File: src/rtl/crm_pkg.sv
// crm_pkg: shared sequencer state, counter sizing and default parameters
// for the clock/reset manager.
package crm_pkg;

    typedef enum logic [1:0] {
        S_HOLD,
        S_RELEASE,
        S_RUN
    } crm_state_e;

    localparam int CRM_NUM_DOM     = 4;
    localparam int CRM_SYNC_STAGES = 2;
    localparam int CRM_RELEASE_GAP = 8;
    localparam int CRM_RST_PULSE   = 4;

    function automatic int cnt_width(input int num_dom, input int gap);
        return $clog2(num_dom * gap + 1);
    endfunction

endpackage

File: src/rtl/crm_icg.sv
// crm_icg: latch-plus-AND clock gate; the latch is transparent while clk_in is low
// so enable changes only reach clk_out at the next rising edge.
module crm_icg (
    input  logic clk_in,
    input  logic en,
    output logic clk_out
);

    logic en_l;

    always_latch begin
        if (!clk_in) en_l = en;
    end

    assign clk_out = clk_in & en_l;

endmodule

File: src/rtl/clock_reset_manager.sv
// clock_reset_manager: synchronised board reset, staggered domain release and per-domain
// clock gating; software reset pulses are built only when CRM_SW_RESET_EN is defined.
module clock_reset_manager
    import crm_pkg::*;
#(
    parameter int NUM_DOM     = CRM_NUM_DOM,
    parameter int SYNC_STAGES = CRM_SYNC_STAGES,
    parameter int RELEASE_GAP = CRM_RELEASE_GAP,
    parameter int RST_PULSE   = CRM_RST_PULSE
) (
    input  logic               clk_in,
    input  logic               rst_n_in,
    input  logic [NUM_DOM-1:0] gate_req,
    input  logic [NUM_DOM-1:0] sw_rst_req,
    output logic [NUM_DOM-1:0] clk_out,
    output logic [NUM_DOM-1:0] rst_n_out,
    output logic [NUM_DOM-1:0] gate_ack,
    output logic               rst_done
);

    localparam int CW = cnt_width(NUM_DOM, RELEASE_GAP);

    logic [SYNC_STAGES-1:0] sync_q, sync_d;
    logic                   sync_rst_n;
    crm_state_e             state_q, state_d;
    logic [CW-1:0]          cnt_q, cnt_d, cnt_nxt;
    logic [NUM_DOM-1:0]     rel_q, rel_d, rst_q, rst_d, en_q, en_d, ack_q, ack_d, pulse;
    logic                   done_q, done_d;

`ifdef CRM_SW_RESET_EN
    localparam int PW = $clog2(RST_PULSE + 1);
    logic [NUM_DOM-1:0][PW-1:0] pcnt_q, pcnt_d;

    // A request while a pulse is running reloads the counter, stretching the pulse.
    always_comb begin
        for (int k = 0; k < NUM_DOM; k++) begin
            pcnt_d[k] = (sw_rst_req[k] && state_q == S_RUN) ? PW'(RST_PULSE)
                                                             : pcnt_q[k] - PW'(pcnt_q[k] != '0);
            pulse[k]  = pcnt_d[k] != '0;
        end
    end

    always_ff @(posedge clk_in or negedge rst_n_in) begin
        if (!rst_n_in) pcnt_q <= '0;
        else           pcnt_q <= pcnt_d;
    end
`else
    localparam int unused_pulse = RST_PULSE;
    logic unused_sw_rst;
    assign unused_sw_rst = ^sw_rst_req;
    assign pulse         = '0;
`endif

    assign sync_rst_n = sync_q[SYNC_STAGES-1];

    always_comb begin
        sync_d  = {sync_q[SYNC_STAGES-2:0], 1'b1};
        cnt_nxt = cnt_q + 1'b1;
        state_d = state_q;
        cnt_d   = cnt_q;
        case (state_q)
            S_HOLD: begin
                cnt_d   = '0;
                state_d = sync_rst_n ? S_RELEASE : S_HOLD;
            end
            S_RELEASE: begin
                cnt_d   = cnt_nxt;
                state_d = (cnt_nxt == CW'(NUM_DOM * RELEASE_GAP)) ? S_RUN : S_RELEASE;
            end
            default: ;
        endcase
        // The enable is held high both while in reset and on the edge that enters reset,
        // so a gated domain always sees a running clock during its reset.
        for (int k = 0; k < NUM_DOM; k++) begin
            rel_d[k] = rel_q[k] | (state_q == S_RELEASE && cnt_nxt == CW'((k + 1) * RELEASE_GAP));
            rst_d[k] = rel_d[k] & ~pulse[k];
            en_d[k]  = ~rst_q[k] | ~rst_d[k] | ~gate_req[k];
            ack_d[k] = ~en_q[k] & ~en_d[k];
        end
        done_d = state_d == S_RUN;
    end

    always_ff @(posedge clk_in or negedge rst_n_in) begin
        if (!rst_n_in) begin
            sync_q  <= '0;
            state_q <= S_HOLD;
            cnt_q   <= '0;
            rel_q   <= '0;
            rst_q   <= '0;
            en_q    <= '1;
            ack_q   <= '0;
            done_q  <= 1'b0;
        end else begin
            sync_q  <= sync_d;
            state_q <= state_d;
            cnt_q   <= cnt_d;
            rel_q   <= rel_d;
            rst_q   <= rst_d;
            en_q    <= en_d;
            ack_q   <= ack_d;
            done_q  <= done_d;
        end
    end

    for (genvar g = 0; g < NUM_DOM; g++) begin : g_icg
        crm_icg u_icg (
            .clk_in (clk_in),
            .en     (en_q[g]),
            .clk_out(clk_out[g])
        );
    end

    assign rst_n_out = rst_q;
    assign gate_ack  = ack_q;
    assign rst_done  = done_q;

endmodule

File: config.mk
export PLATFORM = sky130hd
export DESIGN_NAME = clock_reset_manager
export DESIGN_NICKNAME = d
export VERILOG_FILES = /design/src/rtl/crm_pkg.sv /design/src/rtl/crm_icg.sv /design/src/rtl/clock_reset_manager.sv
export SDC_FILE = /design/constraint.sdc
export NUM_CORES = 1
export LEC_CHECK = 0
export ABC_AREA = 1
export CAP_MARGIN = 25
export CORE_UTILIZATION = 52
export DETAILED_ROUTE_END_ITERATION = 8
export PLACE_DENSITY_LB_ADDON = 0.12
export REMOVE_ABC_BUFFERS = 1
export SYNTH_ARGS = -nofsm -noshare
export SYNTH_HDL_FRONTEND = slang
export SYNTH_SLANG_ARGS = --single-unit
export TNS_END_PERCENT = 100
File: constraint.sdc
create_clock -name clk_in -period 3.38 [get_ports clk_in]
set_input_delay 0.507 -clock clk_in [delete_from_list [all_inputs] [get_ports clk_in]]
set_output_delay 0.507 -clock clk_in [all_outputs]
set_load 0.005 [all_outputs]
==> run_results.csv, run 1 <==
group,metric,value,unit
layout,area_growth,23.55,%
global_route,grt_pass1_vias,693,
placement,portBuffers,18,
floorplan,num_rows,15,
route,wl,1.751,mm
worst_setup_path,endpoint_kind,"primary output",
route,drc,0,
status,status,"finished clean",
sta,rsz0062_at_grt,"no",
layout,drive_gt1_share,22.31,%
floorplan,fp.coreArea,1821,µm²
route,first_iter_violations,15,
logic_synthesis,syn_area,1057,µm²
sta,fin_ws,0.08375,ns
floorplan,initial_core_util,58.08,%
floorplan,die_y,47.09,µm
worst_setup_path,worstPathArrival,2.79,ns
pwr,power,1.171,mW
route,vias_per_cell,4.877,
sta,hold_viol,0,
floorplan,dieArea,2217,µm²
pwr,power_frac_comb,30.8,%
placement,pre_cts_ws,0.2555,ns
worst_setup_path,worstSetupPathType,"latch2out",
route,firstDrtPassIters,4,
worst_setup_path,critPathRequiredTime,2.87,ns
cts,cts_setup_buffers,0,
logic_synthesis,ys.warnings.count,0,
logic_synthesis,ys_seq_elements,27,
pwr,p_sw_share,37.19,%
cts,insertion_delay,0.42,ns
sta,fin_tns_setup,0,ns
placement,dp_hpwl,1.192,mm
floorplan,die_w,47.09,µm
pwr,pwr-share-clk,27.1,%
pwr,power_density,896.5,nW/µm²
sta,drv_slew,0,
pwr,power.leakage,0.6505,nW
global_route,overflow,0,
route,wl_per_cell,11.30,µm
global_route,grt.total_usage,19.56,%
logic_synthesis,ys.flop_type,"dfrtp_1",
cts,postCtsHoldBufs,0,
sta,clock_skew,0.004107,ns
job,cap_viol_max_count,0,
sta,holdWs,0.2737,ns
worst_hold_path,hold_path_class,"in2async",
worst_setup_path,path_max_fanout,1,
logic_synthesis,synthArstFlopShare,85.19,%
pwr,p_int,735.6,µW
global_route,grt_max_degree,24,
logic_synthesis,avgSynthCellArea,9.881,µm²
layout,nets,141,
sta,setup_viol,0,
global_route,grt_pass1_wl,2.753,mm
logic_synthesis,synth_edf_count,0,
logic_synthesis,postSynthCellCount,107,
route,drtAntennaViolNets,0,
global_route,antenna_found_initial,0,
cts,cts_tree,"built",
route,via_count,756,
layout,diodes,0,
placement,gp_congestion,0.7565,
layout,final_cell_mix,"23 x nand2_1, 19 x dfrtp_1, 14 x clkdlybuf4s50_1, 13 x inv_1",
pwr,vdd_drop_max,0.6223,mV
pwr,p_switching,435.5,µW
layout,final_common_cell,"nand2_1",
pwr,seqPwrFrac,42.1,%
layout,fillers,135,
worst_setup_path,start_kind,"latch",
floorplan,io_pins,23,
logic_synthesis,yosysUniqueCellTypes,26,
cts,clk_pin_slew,0.13,ns
[worst paths after layout]
| check | from | end | slack, ns | depth (start not counted) |
|---|---|---|---|---|
| worst max-delay path | g_icg[2].u_icg.en_l | clk_out[2] | 0.08 | 3 |
| worst min-delay path | rst_n_in | gate_ack[0] | 0.27 | 1 |
| worst max register to register | en_q[2] | g_icg[2].u_icg.en_l | 1.14 | 0 |
| worst min register to register | sync_q[0] | sync_q[1] | 0.36 | 0 |
| max in group asynchronous | rst_n_in | en_q[2] | 2.67 | 2 |
| min in group clk_in | sync_q[0] | sync_q[1] | 0.36 | 0 |
[what timing repair did]
item / 4_1_cts / 5_1_grt
gates resized for setup: 4 / 7
cloned: 0 / 0
setup endpoints to repair: 8 / 8
[cell usage after synthesis, drive strengths merged (2+ instances only)]
master / n / share of area (%)
dlxtn: 4 / 5.7
nand4: 2 / 1.2
o21bai: 2 / 1.8
nand2: 27 / 11
o22ai: 2 / 1.2
dfstp: 4 / 9.9
nand3: 7 / 4.3
dfrtp: 19 / 45
nor2: 10 / 5.2
buf: 5 / 3.9
o21ai: 2 / 0.95
inv: 16 / 5.7
[kinds of logic after synthesis]
group | count (synthesis) | share of synthesized area (%)
compound gates | 10 | 6.746
flops | 23 | 54.91
fa+ha+maj | 1 | 1.183
simple gates | 46 | 21.18
other cells | 1 | 0.3547
latches | 4 | 5.681
buf+inv | 22 | 9.941
[worst max-delay path, stage by stage (launching register included)]
cell             delay, ns
dlxtn_1               0.40
nand2_1               0.04
inv_1                 0.04
clkdlybuf4s15_1       0.19
[metrics by stage]
stage	instances	util, %	instance area [µm²]
CTS	154	70.45	1282
floorplan	102	-	1016
finish	155	71.75	1306
global route	155	71.75	1306
detailed placement	145	67.42	1227
global placement	145	67.42	1227
[routing by layer]
| metal | vias to the layer above | track usage (%) | part of all wire [%] |
|---|---|---|---|
| li1 | 374 | - | - |
| met4 | 0 | 18.86 | 3.7 |
| met3 | 11 | 10.00 | 6.7 |
| met2 | 26 | 26.11 | 45 |
| met5 | - | 0 | 0 |
| met1 | 345 | 22.17 | 44 |
[power by group through the flow]
stage / clock network, mW / logic (mW) / registers, mW
4_1_cts: 0.332 / 0.359 / 0.493
3_3_place_gp: 0.122 / 0.341 / 0.496
5_1_grt: 0.358 / 0.408 / 0.509
6_report: 0.317 / 0.360 / 0.493
3_5_place_dp: 0.122 / 0.358 / 0.500
2_1_floorplan: 0.0415 / 0.241 / 0.490
[final cells by class]
type | instances | area [µm²] | area share [%]
Multi-Input combinational cell | 58 | 311.5 | 23.85
Timing Repair Buffer | 15 | 167.7 | 12.84
Tap cell | 25 | 31.28 | 2.395
Inverter | 13 | 48.80 | 3.736
Clock buffer | 13 | 90.09 | 6.897
Sequential cell | 27 | 641.9 | 49.14
Clock inverter | 4 | 15.01 | 1.149
[sequential cells by signal, summed over array words and instances, names as in the netlist]
register / flops
cnt_q: 6
en_q: 4
g_icg.u_icg.en_l: 4
gate_ack: 4
rst_done: 1
rst_n_out: 4
state_q: 2
sync_q: 2
Power figures use the tool's default switching activity.
==> run 2: changes to the inputs <==
--- a/config.mk
+++ b/config.mk
@@ -6,8 +6,10 @@
 export NUM_CORES = 1
 export LEC_CHECK = 0
 export ABC_AREA = 1
-export CAP_MARGIN = 25
+export CAP_MARGIN = 40
+export CORE_MARGIN = 4
 export CORE_UTILIZATION = 52
+export CTS_CLUSTER_DIAMETER = 120
 export DETAILED_ROUTE_END_ITERATION = 8
 export PLACE_DENSITY_LB_ADDON = 0.12
 export REMOVE_ABC_BUFFERS = 1
==> run 2 against run 1 <==
Global-route usage shrank 4.2 points. Via count is 0.93% higher. Core utilization decreased by 4.9 points. Largest power group unchanged. First-iteration DRC count up 6.7%. Critical path type unchanged. Final cell count rose by 1.3%.
==> run_results.csv, run 2 (same netlist as run 1, synthesis figures left out) <==
group,metric,value,unit
sta,fin_tns_setup,0,ns
sta,rsz0062_at_grt,"no",
global_route,grt_pass1_vias,779,
sta,hold_viol,0,
floorplan,dieArea,2819,µm²
cts,cts_setup_buffers,0,
floorplan,io_pins,23,
placement,place_area,1245,µm²
layout,fin_area,1299,µm²
placement,gp_congestion,0.7842,
layout,top_register,"cnt_q",
worst_hold_path,hold_path_class,"in2async",
route,drtAntennaViolNets,0,
cts,clk_pin_slew,0.13,ns
layout,final_common_cell,"nand2_1",
pwr,p_int,730.5,µW
global_route,overflow,0,
cts,insertion_delay,0.42,ns
pwr,power.leakage,0.6474,nW
pwr,power,1.162,mW
route,wl,1.668,mm
sta,drv_slew,0,
route,wl_per_cell,10.62,µm
layout,diodes,0,
placement,dp_hpwl,1.220,mm
worst_setup_path,path_max_fanout,1,
floorplan,initial_core_util,54.45,%
route,drc,0,
layout,multi_input_area,311.5,µm²
floorplan,die_y,53.09,µm
job,cap_viol_max_count,0,
floorplan,fp.coreArea,1942,µm²
worst_setup_path,start_kind,"latch",
pwr,power_frac_comb,30.2,%
layout,drive_gt1_share,23.85,%
pwr,vdd_drop_max,0.5516,mV
route,via_count,763,
layout,fillers,175,
layout,final_core_util,66.88,%
pwr,seqPwrFrac,42.6,%
layout,nets,141,
route,vias_per_cell,4.860,
route,first_iter_violations,16,
worst_setup_path,critPathRequiredTime,2.87,ns
layout,largest_reg_flops,6,
status,status,"finished clean",
route,firstDrtPassIters,4,
layout,area_growth,22.84,%
global_route,antenna_found_initial,0,
layout,layout.area.seq,643.1,µm²
global_route,grt.total_usage,15.34,%
pwr,power_density,894.9,nW/µm²
placement,portBuffers,18,
worst_setup_path,worstSetupPathType,"latch2out",
worst_setup_path,endpoint_kind,"primary output",
global_route,grt_max_degree,16,
cts,cts_tree,"built",
layout,final_cell_mix,"23 x nand2_1, 19 x dfrtp_1, 14 x clkdlybuf4s50_1, 13 x inv_1",
cts,postCtsHoldBufs,0,
worst_setup_path,worstPathArrival,2.80,ns
pwr,p_sw_share,37.15,%
global_route,grt_pass1_wl,2.856,mm
sta,setup_viol,0,
sta,clock_skew,0.001260,ns
pwr,pwr-share-clk,27.2,%
floorplan,die_w,53.09,µm
pwr,p_switching,431.8,µW
floorplan,num_rows,16,
run 2: metal layers:
layer / track usage, % / up-vias / wire (µm) / share of wire, %
li1: - / 378 / - / -
met1: 15.75 / 349 / 680 / 41
met2: 20.45 / 26 / 768 / 46
met3: 6.197 / 10 / 144 / 8.6
met4: 20.43 / 0 / 75 / 4.5
met5: 0 / - / 0 / 0
run 2: metrics by stage:
stage	std cells	hold slack [ns]	worst slack, ns
after global routing	157	0.3627	0.002647
after CTS	157	0.3696	0.003532
after floorplan	102	0.2114	0.7191
after global placement	147	0.3434	0.2545
after detailed placement	148	0.3443	0.2532
final	157	0.3707	0.06981
run 2: repair_timing:
action,CTS,global route
resized for setup,5,7
endpoints found under the setup margin,8,8
hold endpoints to repair,0,0
run 2: final cells by class:
| cell class | instances | share of cell area, % |
|---|---|---|
| clock buffer | 12 | 6.647 |
| clock inverter | 5 | 1.541 |
| inverter | 13 | 3.757 |
| multi-input combinational | 58 | 23.99 |
| sequential | 27 | 49.52 |
| tap | 27 | 2.601 |
| timing repair buffer | 15 | 11.95 |
run 2: final timing paths:
kind	from	cells after the start	to	slack (ns)
min in group clk_in	sync_q[0]	0	sync_q[1]	0.37
worst min-delay path	rst_n_in	1	gate_ack[0]	0.37
worst min register to register	sync_q[0]	0	sync_q[1]	0.37
worst max-delay path	g_icg[0].u_icg.en_l	3	clk_out[0]	0.07
max in group asynchronous	rst_n_in	2	en_q[3]	2.49
worst max register to register	en_q[2]	0	g_icg[2].u_icg.en_l	1.14
run 2: power groups by stage:
| stage | Clock, mW | Combinational, mW | Sequential [mW] |
|---|---|---|---|
| 6_report | 0.317 | 0.351 | 0.495 |
| 5_1_grt | 0.363 | 0.398 | 0.513 |
| 4_1_cts | 0.340 | 0.355 | 0.494 |
| 3_5_place_dp | 0.122 | 0.354 | 0.501 |
| 3_3_place_gp | 0.122 | 0.344 | 0.498 |
| 2_1_floorplan | 0.0415 | 0.241 | 0.490 |
run 2: critical path, stage by stage (launching register included):
cell,delay [ns]
dlxtn_1,0.41
nand2_1,0.05
inv_1,0.05
clkdlybuf4s15_1,0.19
